`config.mk`:
```
export PLATFORM = sky130hd
export DESIGN_NAME = ro_freq_counter
export DESIGN_NICKNAME = d
export VERILOG_FILES = /design/src/rtl/ro_freq_counter.sv
export SDC_FILE = /design/constraint.sdc
export NUM_CORES = 1
export LEC_CHECK = 0
export ABC_AREA = 1
export ABC_CLOCK_PERIOD_IN_PS = 7750
export CAP_MARGIN = 20
export CELL_PAD_IN_SITES_DETAIL_PLACEMENT = 0
export CELL_PAD_IN_SITES_GLOBAL_PLACEMENT = 1
export CORE_MARGIN = 3
export CORE_UTILIZATION = 30
export DETAILED_ROUTE_END_ITERATION = 10
export PLACE_DENSITY_LB_ADDON = 0.1
export SYNTH_ARGS = -nofsm -noshare
export SYNTH_HDL_FRONTEND = slang
export SYNTH_SLANG_ARGS = --single-unit
```
`constraint.sdc`:
```
create_clock -name wb_clk_i -period 7.75 [get_ports wb_clk_i]
set_input_delay 1.1625 -clock wb_clk_i [delete_from_list [all_inputs] [get_ports wb_clk_i]]
set_output_delay 1.1625 -clock wb_clk_i [all_outputs]
set_load 0.01 [all_outputs]
```
`src/rtl/ro_freq_counter.sv`:
```
// Ring-oscillator frequency counter: counts synchronized ro_in rising edges over a WINDOW-cycle gate, Wishbone slave, ack one cycle after request.
// Optional level interrupt irq_o (registered STATUS.DONE) when RO_FREQ_IRQ_EN is defined.
module ro_freq_counter #(
  parameter int unsigned CNT_W    = 32,
  parameter int unsigned WIN_W    = 24,
  parameter logic [31:0] BASE_ADR = 32'h3000_0000
) (
  input  logic        wb_clk_i,
  input  logic        wb_rst_i,
  input  logic        ro_in,
  input  logic        wbs_stb_i,
  input  logic        wbs_cyc_i,
  input  logic        wbs_we_i,
  input  logic [3:0]  wbs_sel_i,
  input  logic [31:0] wbs_adr_i,
  input  logic [31:0] wbs_dat_i,
  output logic        wbs_ack_o,
  output logic [31:0] wbs_dat_o
`ifdef RO_FREQ_IRQ_EN
  ,
  output logic        irq_o
`endif
);

  typedef enum logic [1:0] {
    ST_IDLE  = 2'd0,
    ST_COUNT = 2'd1,
    ST_DONE  = 2'd2
  } state_t;

  state_t             r_state;
  state_t             w_state_nxt;
  logic               r_sync1;
  logic               r_sync2;
  logic               r_hist;
  logic               r_ack;
  logic [31:0]        r_dat;
  logic [WIN_W-1:0]   r_window;
  logic [WIN_W-1:0]   r_remaining;
  logic [CNT_W-1:0]   r_edges;
  logic [CNT_W-1:0]   r_count;
  logic               r_cont;
  logic               r_done;
  logic               r_ovf;

  logic               w_edge;
  logic               w_match;
  logic               w_acc;
  logic               w_wr;
  logic               w_rd;
  logic [1:0]         w_off;
  logic               w_ctrl_wr;
  logic               w_win_wr;
  logic               w_stat_wr;
  logic               w_start;
  logic               w_abort;
  logic               w_win_nz;
  logic               w_busy;
  logic               w_edges_max;
  logic               w_load;
  logic               w_clr;
  logic               w_count_en;
  logic               w_publish;
  logic               w_ovf_set;
  logic [31:0]        w_rdata;
  logic               w_unused_ok;

  assign w_unused_ok = &{1'b0, wbs_sel_i, wbs_adr_i[1:0], wbs_dat_i};

  // ro_in is asynchronous: two flops for metastability, a third for edge history
  always_ff @(posedge wb_clk_i or posedge wb_rst_i) begin
    if (wb_rst_i) begin
      r_sync1 <= 1'b0;
      r_sync2 <= 1'b0;
      r_hist  <= 1'b0;
    end else begin
      r_sync1 <= ro_in;
      r_sync2 <= r_sync1;
      r_hist  <= r_sync2;
    end
  end

  assign w_edge = r_sync2 & ~r_hist;

  assign w_match   = wbs_stb_i & wbs_cyc_i & (wbs_adr_i[31:4] == BASE_ADR[31:4]);
  assign w_acc     = w_match & ~r_ack;
  assign w_wr      = w_acc & wbs_we_i;
  assign w_rd      = w_acc & ~wbs_we_i;
  assign w_off     = wbs_adr_i[3:2];
  assign w_ctrl_wr = w_wr & (w_off == 2'd0);
  assign w_win_wr  = w_wr & (w_off == 2'd1);
  assign w_stat_wr = w_wr & (w_off == 2'd3);
  assign w_start   = w_ctrl_wr & wbs_dat_i[0];
  assign w_abort   = w_ctrl_wr & wbs_dat_i[1];

  assign w_win_nz    = |r_window;
  assign w_busy      = (r_state != ST_IDLE);
  assign w_edges_max = &r_edges;

  always_ff @(posedge wb_clk_i or posedge wb_rst_i) begin
    if (wb_rst_i) begin
      r_state <= ST_IDLE;
    end else begin
      r_state <= w_state_nxt;
    end
  end

  // ABORT overrides everything, including the DONE-cycle publish
  always_comb begin
    w_state_nxt = r_state;
    w_load      = 1'b0;
    w_clr       = 1'b0;
    w_count_en  = 1'b0;
    w_publish   = 1'b0;
    if (w_abort) begin
      w_state_nxt = ST_IDLE;
    end else begin
      case (r_state)
        ST_IDLE: begin
          if (w_start) begin
            w_clr = 1'b1;
            if (w_win_nz) begin
              w_load      = 1'b1;
              w_state_nxt = ST_COUNT;
            end else begin
              w_state_nxt = ST_DONE;
            end
          end
        end
        ST_COUNT: begin
          w_count_en = 1'b1;
          if (r_remaining == WIN_W'(1)) begin
            w_state_nxt = ST_DONE;
          end
        end
        ST_DONE: begin
          w_publish = 1'b1;
          if (r_cont && w_win_nz) begin
            w_load      = 1'b1;
            w_clr       = 1'b1;
            w_state_nxt = ST_COUNT;
          end else begin
            w_state_nxt = ST_IDLE;
          end
        end
        default: w_state_nxt = ST_IDLE;
      endcase
    end
  end

  assign w_ovf_set = w_count_en & w_edge & w_edges_max;

  always_ff @(posedge wb_clk_i or posedge wb_rst_i) begin
    if (wb_rst_i) begin
      r_remaining <= '0;
      r_edges     <= '0;
      r_count     <= '0;
    end else begin
      if (w_load) begin
        r_remaining <= r_window;
      end else if (w_count_en) begin
        r_remaining <= r_remaining - WIN_W'(1);
      end
      if (w_clr) begin
        r_edges <= '0;
      end else if (w_count_en && w_edge && !w_edges_max) begin
        r_edges <= r_edges + CNT_W'(1);
      end
      if (w_publish) begin
        r_count <= r_edges;
      end
    end
  end

  // Flag sets take priority over a same-cycle write-1-to-clear
  always_ff @(posedge wb_clk_i or posedge wb_rst_i) begin
    if (wb_rst_i) begin
      r_window <= '0;
      r_cont   <= 1'b0;
      r_done   <= 1'b0;
      r_ovf    <= 1'b0;
    end else begin
      if (w_win_wr) begin
        r_window <= wbs_dat_i[WIN_W-1:0];
      end
      if (w_ctrl_wr) begin
        r_cont <= wbs_dat_i[2] & ~wbs_dat_i[1];
      end
      r_done <= (r_done & ~(w_stat_wr & wbs_dat_i[1])) | w_publish;
      r_ovf  <= (r_ovf  & ~(w_stat_wr & wbs_dat_i[2])) | w_ovf_set;
    end
  end

  always_comb begin
    w_rdata = 32'd0;
    case (w_off)
      2'd0:    w_rdata = {29'd0, r_cont, 2'b00};
      2'd1:    w_rdata = 32'(r_window);
      2'd2:    w_rdata = 32'(r_count);
      default: w_rdata = {29'd0, r_ovf, r_done, w_busy};
    endcase
  end

  // Ack drops for a cycle after each acknowledge so a held strobe is not double-acked
  always_ff @(posedge wb_clk_i or posedge wb_rst_i) begin
    if (wb_rst_i) begin
      r_ack <= 1'b0;
      r_dat <= 32'd0;
    end else begin
      r_ack <= w_acc;
      r_dat <= w_rd ? w_rdata : 32'd0;
    end
  end

  assign wbs_ack_o = r_ack;
  assign wbs_dat_o = r_dat;

`ifdef RO_FREQ_IRQ_EN
  logic r_irq;

  always_ff @(posedge wb_clk_i or posedge wb_rst_i) begin
    if (wb_rst_i) begin
      r_irq <= 1'b0;
    end else begin
      r_irq <= r_done;
    end
  end

  assign irq_o = r_irq;
`endif

endmodule

```
---- After elaboration in Yosys (flattened, before gate mapping) ----
Index checks and enable logic that the tools add are counted.
storage, ports and cells
  output and inout port bits .............. 33
  word-level logic and storage cells ...... 86
  bits in registers ....................... 153
  input bits .............................. 74
cells by class
  eq/ne operators ......................... 9
  multiplexer cells ....................... 24
  bitwise operators ....................... 26
  add/sub/neg operators ................... 2
  reduce and logical (&&, ||, !) cells .... 12
operators by type and width
  operator                                               number
  two-way mux 32 bit                                     3
  case mux 32 bit (3 select lines)                       1
  two-way mux 24 bit                                     2
  adder 32 x 1 -> 32 bit, second input constant          1
  AND reduction 32 bit                                   1
  equality test 28 x 26 -> 1 bit, second input constant  1
  equality test 24 x 1 -> 1 bit, second input constant   1
  OR reduction 24 bit                                    1
  subtractor 24 x 1 -> 24 bit, second input constant     1
  bitwise AND 1 bit                                      18
  two-way mux 1 bit                                      11
  two-way mux 2 bit                                      4
  equality test 2 bit, second input constant             3
  inequality test 3 bit, second input constant           2
  NOT 1 bit                                              6
  case mux 2 bit (3 select lines)                        1
  nonzero test 2 bit                                     3
  equality test 2 x 1 -> 1 bit, second input constant    2
  zero test 2 bit                                        2
  case mux 1 bit (2 select lines)                        2
  logical AND 1 bit                                      3
  bitwise OR 1 bit                                       2
  AND reduction 2 bit                                    1
  zero test 1 bit                                        1

---- Logic depth before layout (Yosys ltp) ----
  depth after elaboration ................. 11
  depth in mapped cells ................... 13
  mapped depth without buffers ............ 13

---- Worst setup path before layout ----
Ideal clock, no wire load.
  kind .................................... input to register
  start ................................... input wbs_adr_i[23]
  end ..................................... register r_edges[10]
  data arrival time ....................... 2.416 ns
  path buffers ............................ 1
  data required time ...................... 7.632 ns
  path slack .............................. 5.216 ns
  stages .................................. 11
  library setup time ...................... 0.118 ns
  cell sequence ........................... nor2_1 nand2_1 nor2_1 nand2_1 nor2_4 nand4_2 o21bai_4 nand2_2 buf_1 nand3b_1 nand2_1
between the ends
  word-level cells in the longest chain between the ends .. 10
  elaborated cells on any way between the ends .. 15
  classes of those cells .................. eq/ne: 1; mux: 5; bitwise: 6; reduce/logical: 3
RTL lines
  what                                                                         line      text
  start: declaration                                                           15        input logic [31:0] wbs_adr_i,
  equality test 28 x 26 -> 1 bit (*)                                           85        assign w_match = wbs_stb_i & wbs_cyc_i & (wbs_adr_i[31:4] == BASE_ADR[31:4]);
  bitwise AND 1 bit (*)                                                        85
  bitwise AND 1 bit (*)                                                        86        assign w_acc = w_match & ~r_ack;
  net w_acc                                                                    48        logic w_acc;
  bitwise AND 1 bit (*)                                                        87        assign w_wr = w_acc & wbs_we_i;
  bitwise AND 1 bit (*)                                                        90        assign w_ctrl_wr = w_wr & (w_off == 2'd0);
  bitwise AND 1 bit, on equally long branches                                  93, 94
  two-way mux 1 bit, on equally long branches                                  120, 115
  case mux 1 bit (2 select lines) / logical AND 1 bit (equally long branches)  118, 166
  two-way mux 1 bit / logical AND 1 bit (equally long branches)                115, 166
  two-way mux 32 bit / nonzero test 2 bit (equally long branches)              --
  end signal: assignment                                                       167       r_edges <= r_edges + CNT_W'(1);
  end: declaration                                                             40        logic [CNT_W-1:0] r_edges;
The timed path passes the listed nets; every way through them passes the cells marked *.
A chain may end at the register's enable or synchronous reset.

---- Worst setup path in the final report ----
  start ................................... input wbs_adr_i[2]
  end ..................................... register r_edges[3]
between the ends
  word-level cells in the longest chain between the ends .. 7
  elaborated cells on any way between the ends .. 12
  classes of those cells .................. mux: 5; bitwise: 3; reduce/logical: 4
RTL lines
  what                                                                         line
  zero test 2 bit (*)                                                          90
  bitwise AND 1 bit (*)                                                        90
  bitwise AND 1 bit, on equally long branches                                  93, 94
  two-way mux 1 bit, on equally long branches                                  120, 115
  case mux 1 bit (2 select lines) / logical AND 1 bit (equally long branches)  118, 166
  two-way mux 1 bit / logical AND 1 bit (equally long branches)                115, 166
  two-way mux 32 bit / nonzero test 2 bit (equally long branches)              --
Mark *: on every way between the ends. The rest lies on a longest branch, timed or not.

==> results.cfg <==
[grt]
grt_pass1_vias = 6481
largest_net_degree_at_the_start_of_global_routing = 88
wire_length_of_the_first_global_routing_pass_um = 36500
grt_use_total_pct = 16.3
grt_antenna_before_repair = 0
globalRoute.totalOverflow = 0

[setup_path]
reg2regPathDepth = 6
worst-endpoint-arrival_ns = 4.14
cp_data_required_time_ns = 8.05
crit_path_start_kind = input pin
critical_path.endpoint_type = flop
critical_path_class = in -> reg
crit_path_max_fanout = 32
critical_path.reg2reg.endpoint = r_edges[3]$_DFFE_PP0P_
r2r_slack_ns = 4.66
timing.rr.start = r_state[1]$_DFFE_PP0P_

[sta]
setup_viol_count_final = 0
grt_setup_unrepaired = false
finalHoldViolCount = 0
finalClockSkew_ns = 0.00875
hold_slack_ns = 0.351
timing_max_transition_violations_final = 0
min_period_ns = 3.84
timing.setup.tns_ns = 0
max-slew-margin-rel_pct = 42.1
final_min_period_over_clock_period_pct = 49.6
fmax_mhz = 260
tightest_slew_ns = 0.869

[drt]
totalWireLength_um = 22600
wire_per_inst_um = 16.6
detailed_route_via_count = 6412
detail_route.vias_per_cell = 4.70
drt.antenna.violating_nets = 0
drt_drc_violations_left = 0
dr.pass1.iters = 5
initialDrtViolationCount = 406

[pwr]
combPwrFrac_pct = 3.5
total_leakage_power_nw = 4.22
clock_power_share_pct = 49.5
peak_vdd_ir_uv = 118
power_report.internal_total_mw = 1.33
switching_share_pct = 22.0
power_frac_seq_pct = 47.0
power_switching_mw = 0.374
power_density_mw_per_mm2 = 176

[cts]
post_cts_clock_slew_at_the_launch_and_capture_registers_of_the_worst_setup_and_hold_paths_ns = 0.06
clockBufferDepth = 2
cts.root.buffer_cell = sky130_fd_sc_hd__clkbuf_16
worst_skew_pair.late_latency_ns = 0.42
cts_max_level = 4
post_cts_buffers = 0
cts_tree = done
clock-sinks = 153
cts_made_buffers = 17
cts_repair_resize_count = 0
cts_hold_repair.buffers = 0

[job]
max_capacitance_violation_count = 0

[worst_hold_path]
timing.hold.worst_endpoint = r_sync2$_DFF_PP0_
min_path_type = reg -> reg
hold_path.startpoint = r_sync1$_DFF_PP0_
whs_path_depth = 0

[logic_synthesis]
synthesis_warnings = 0
post_synthesis_instance_total = 944
synth.net_count = 1021
syn_avg_cell_area_um2 = 8.30
ys_seq_elements = 153
yosys.cell_types.count = 36
synth_sequential_area_ratio_pct = 48.9
syn-cell-area_mm2 = 0.00783

[layout]
final-instance-count-excl-fill = 1364
final_core_utilization_pct = 38.0
layout-drive-gt1-share_pct = 7.83
postLayoutCellArea_mm2 = 0.00964
layout_overhead_on_the_synthesized_area_pct = 23.1
n_antenna_cell = 0
fin_nets = 1099

[floorplanning]
fp.dieArea_mm2 = 0.0281
placeableCoreArea_mm2 = 0.0254
row_count = 58
ios = 107
dieHeight_um = 168
floorplan.initialDensity_pct = 30.8
floorplan.die.width_um = 168

[place]
port-buffer-count = 92
postPlaceCellArea_mm2 = 0.00902
gp_congestion = 0.823
dp.cells = 1332
hpwl_um = 15900

[status]
run_status = finished, final reports clean
[how the worst max path moves through the flow]
| stage | from | cells past startpoint | end |
|---|---|---|---|
| floorplan | wb_rst_i | 1 | r_cont$_DFFE_PP0N_ |
| global placement | wbs_adr_i[29] | 12 | r_edges[19]$_DFFE_PP0P_ |
| detailed placement | wbs_adr_i[29] | 12 | r_edges[19]$_DFFE_PP0P_ |
| CTS | wbs_adr_i[28] | 12 | r_edges[19]$_DFFE_PP0P_ |
| global route | wbs_adr_i[13] | 12 | r_edges[14]$_DFFE_PP0P_ |
| finish | wbs_adr_i[2] | 8 | r_edges[3]$_DFFE_PP0P_ |
[cell usage in the layout (no fill, tap or decap), types with 7 or more instances in the layout]
cell	Yosys	layout
sky130_fd_sc_hd__a21oi_1	24	24
sky130_fd_sc_hd__clkbuf_16	0	17
sky130_fd_sc_hd__clkdlybuf4s50_1	0	92
sky130_fd_sc_hd__dfrtp_1	153	153
sky130_fd_sc_hd__inv_1	64	63
sky130_fd_sc_hd__mux2_1	10	10
sky130_fd_sc_hd__mux2_2	12	12
sky130_fd_sc_hd__nand2_1	238	238
sky130_fd_sc_hd__nand3_1	123	122
sky130_fd_sc_hd__nand3b_1	28	28
sky130_fd_sc_hd__nand4_1	9	9
sky130_fd_sc_hd__nor2_1	90	89
sky130_fd_sc_hd__nor3_1	24	24
sky130_fd_sc_hd__o21ai_0	41	41
sky130_fd_sc_hd__xnor2_1	7	7
sky130_fd_sc_hd__xor2_1	41	41
[registers in the layout (all words and copies together) (netlist names)]
register,count
r_cont,1
r_count,32
r_done,1
r_edges,32
r_hist,1
r_ovf,1
r_remaining,24
r_state,2
r_sync1,1
r_sync2,1
r_window,24
wbs_ack_o,1
wbs_dat_o,32
[power by group through the flow]
stage                     Clock, mW  Combinational (mW)  Sequential [mW]
after detailed placement          0              0.0611            0.814
after CTS                     0.861              0.0613            0.800
final                         0.842              0.0589            0.800
after floorplan                   0              0.0200            0.815
after global placement            0              0.0614            0.814
after global routing          0.897              0.0661            0.799
[cell families after synthesis]
logic type | count (synthesis) | share of synthesized area [%]
multiplexers | 22 | 3.16
buffers and inverters | 110 | 5.91
AND/OR/NAND/NOR | 538 | 31.4
adder cells (fa/ha/maj) | 3 | 0.479
AO/OA/AOI/OAI | 70 | 4.79
flip-flops | 153 | 48.9
XOR/XNOR | 48 | 5.37
[worst max-delay path, cell delays in order]
cell and delay, ns:
sky130_fd_sc_hd__clkdlybuf4s50_1 0.58, sky130_fd_sc_hd__nor2_1 0.14, sky130_fd_sc_hd__nand4_4 0.20, sky130_fd_sc_hd__nand2_2 0.37, sky130_fd_sc_hd__inv_2 0.53, sky130_fd_sc_hd__nand3_2 0.74, sky130_fd_sc_hd__nand3_1 0.32, sky130_fd_sc_hd__nand2_1 0.08
[layer usage]
metal | share of wire [%] | wire length [µm] | track usage (%)
met5 | 0 | 0 | 0
met4 | 0.60 | 136 | 2.77
met3 | 2.7 | 609 | 3.09
met2 | 49 | 11100 | 27.4
met1 | 48 | 10800 | 22.2
[area by class of cell]
type                       instances  area (µm²)
multi-input combinational        681        3550
clock buffer                      20         467
clock inverter                    11         121
fill                            2679       15800
sequential                       153        3830
inverter                          70         268
tap                              330         413
timing repair buffer              99         993
[cell usage after synthesis, drive strengths merged]
cell type | number | area [µm²]
nand3 | 124 | 626
nor3 | 25 | 130
nor3b | 1 | 7.51
or2 | 3 | 18.8
ha | 3 | 37.5
a41oi | 1 | 8.76
dfrtp | 153 | 3830
xor2 | 41 | 359
xnor2 | 7 | 61.3
inv | 70 | 263
nand3b | 28 | 210
buf | 26 | 148
nor2b | 1 | 13.8
mux2 | 22 | 248
o21bai | 1 | 18.8
o21ai | 41 | 205
nor2 | 96 | 395
a21oi | 24 | 120
clkbuf | 14 | 52.6
a31oi | 1 | 6.26
nand4 | 12 | 103
nand2 | 244 | 931
a2111oi | 1 | 8.76
nor4 | 4 | 25.0
o21a | 1 | 7.51
[per-stage QoR]
stage | worst slack (ns) | total power, mW
after floorplan | 2.47 | 0.835
after global placement | 3.36 | 0.876
after detailed placement | 3.33 | 0.876
after CTS | 3.78 | 1.72
after global routing | 3.63 | 1.76
final | 3.91 | 1.70
No activity file was read; power rests on OpenSTA's default activity.
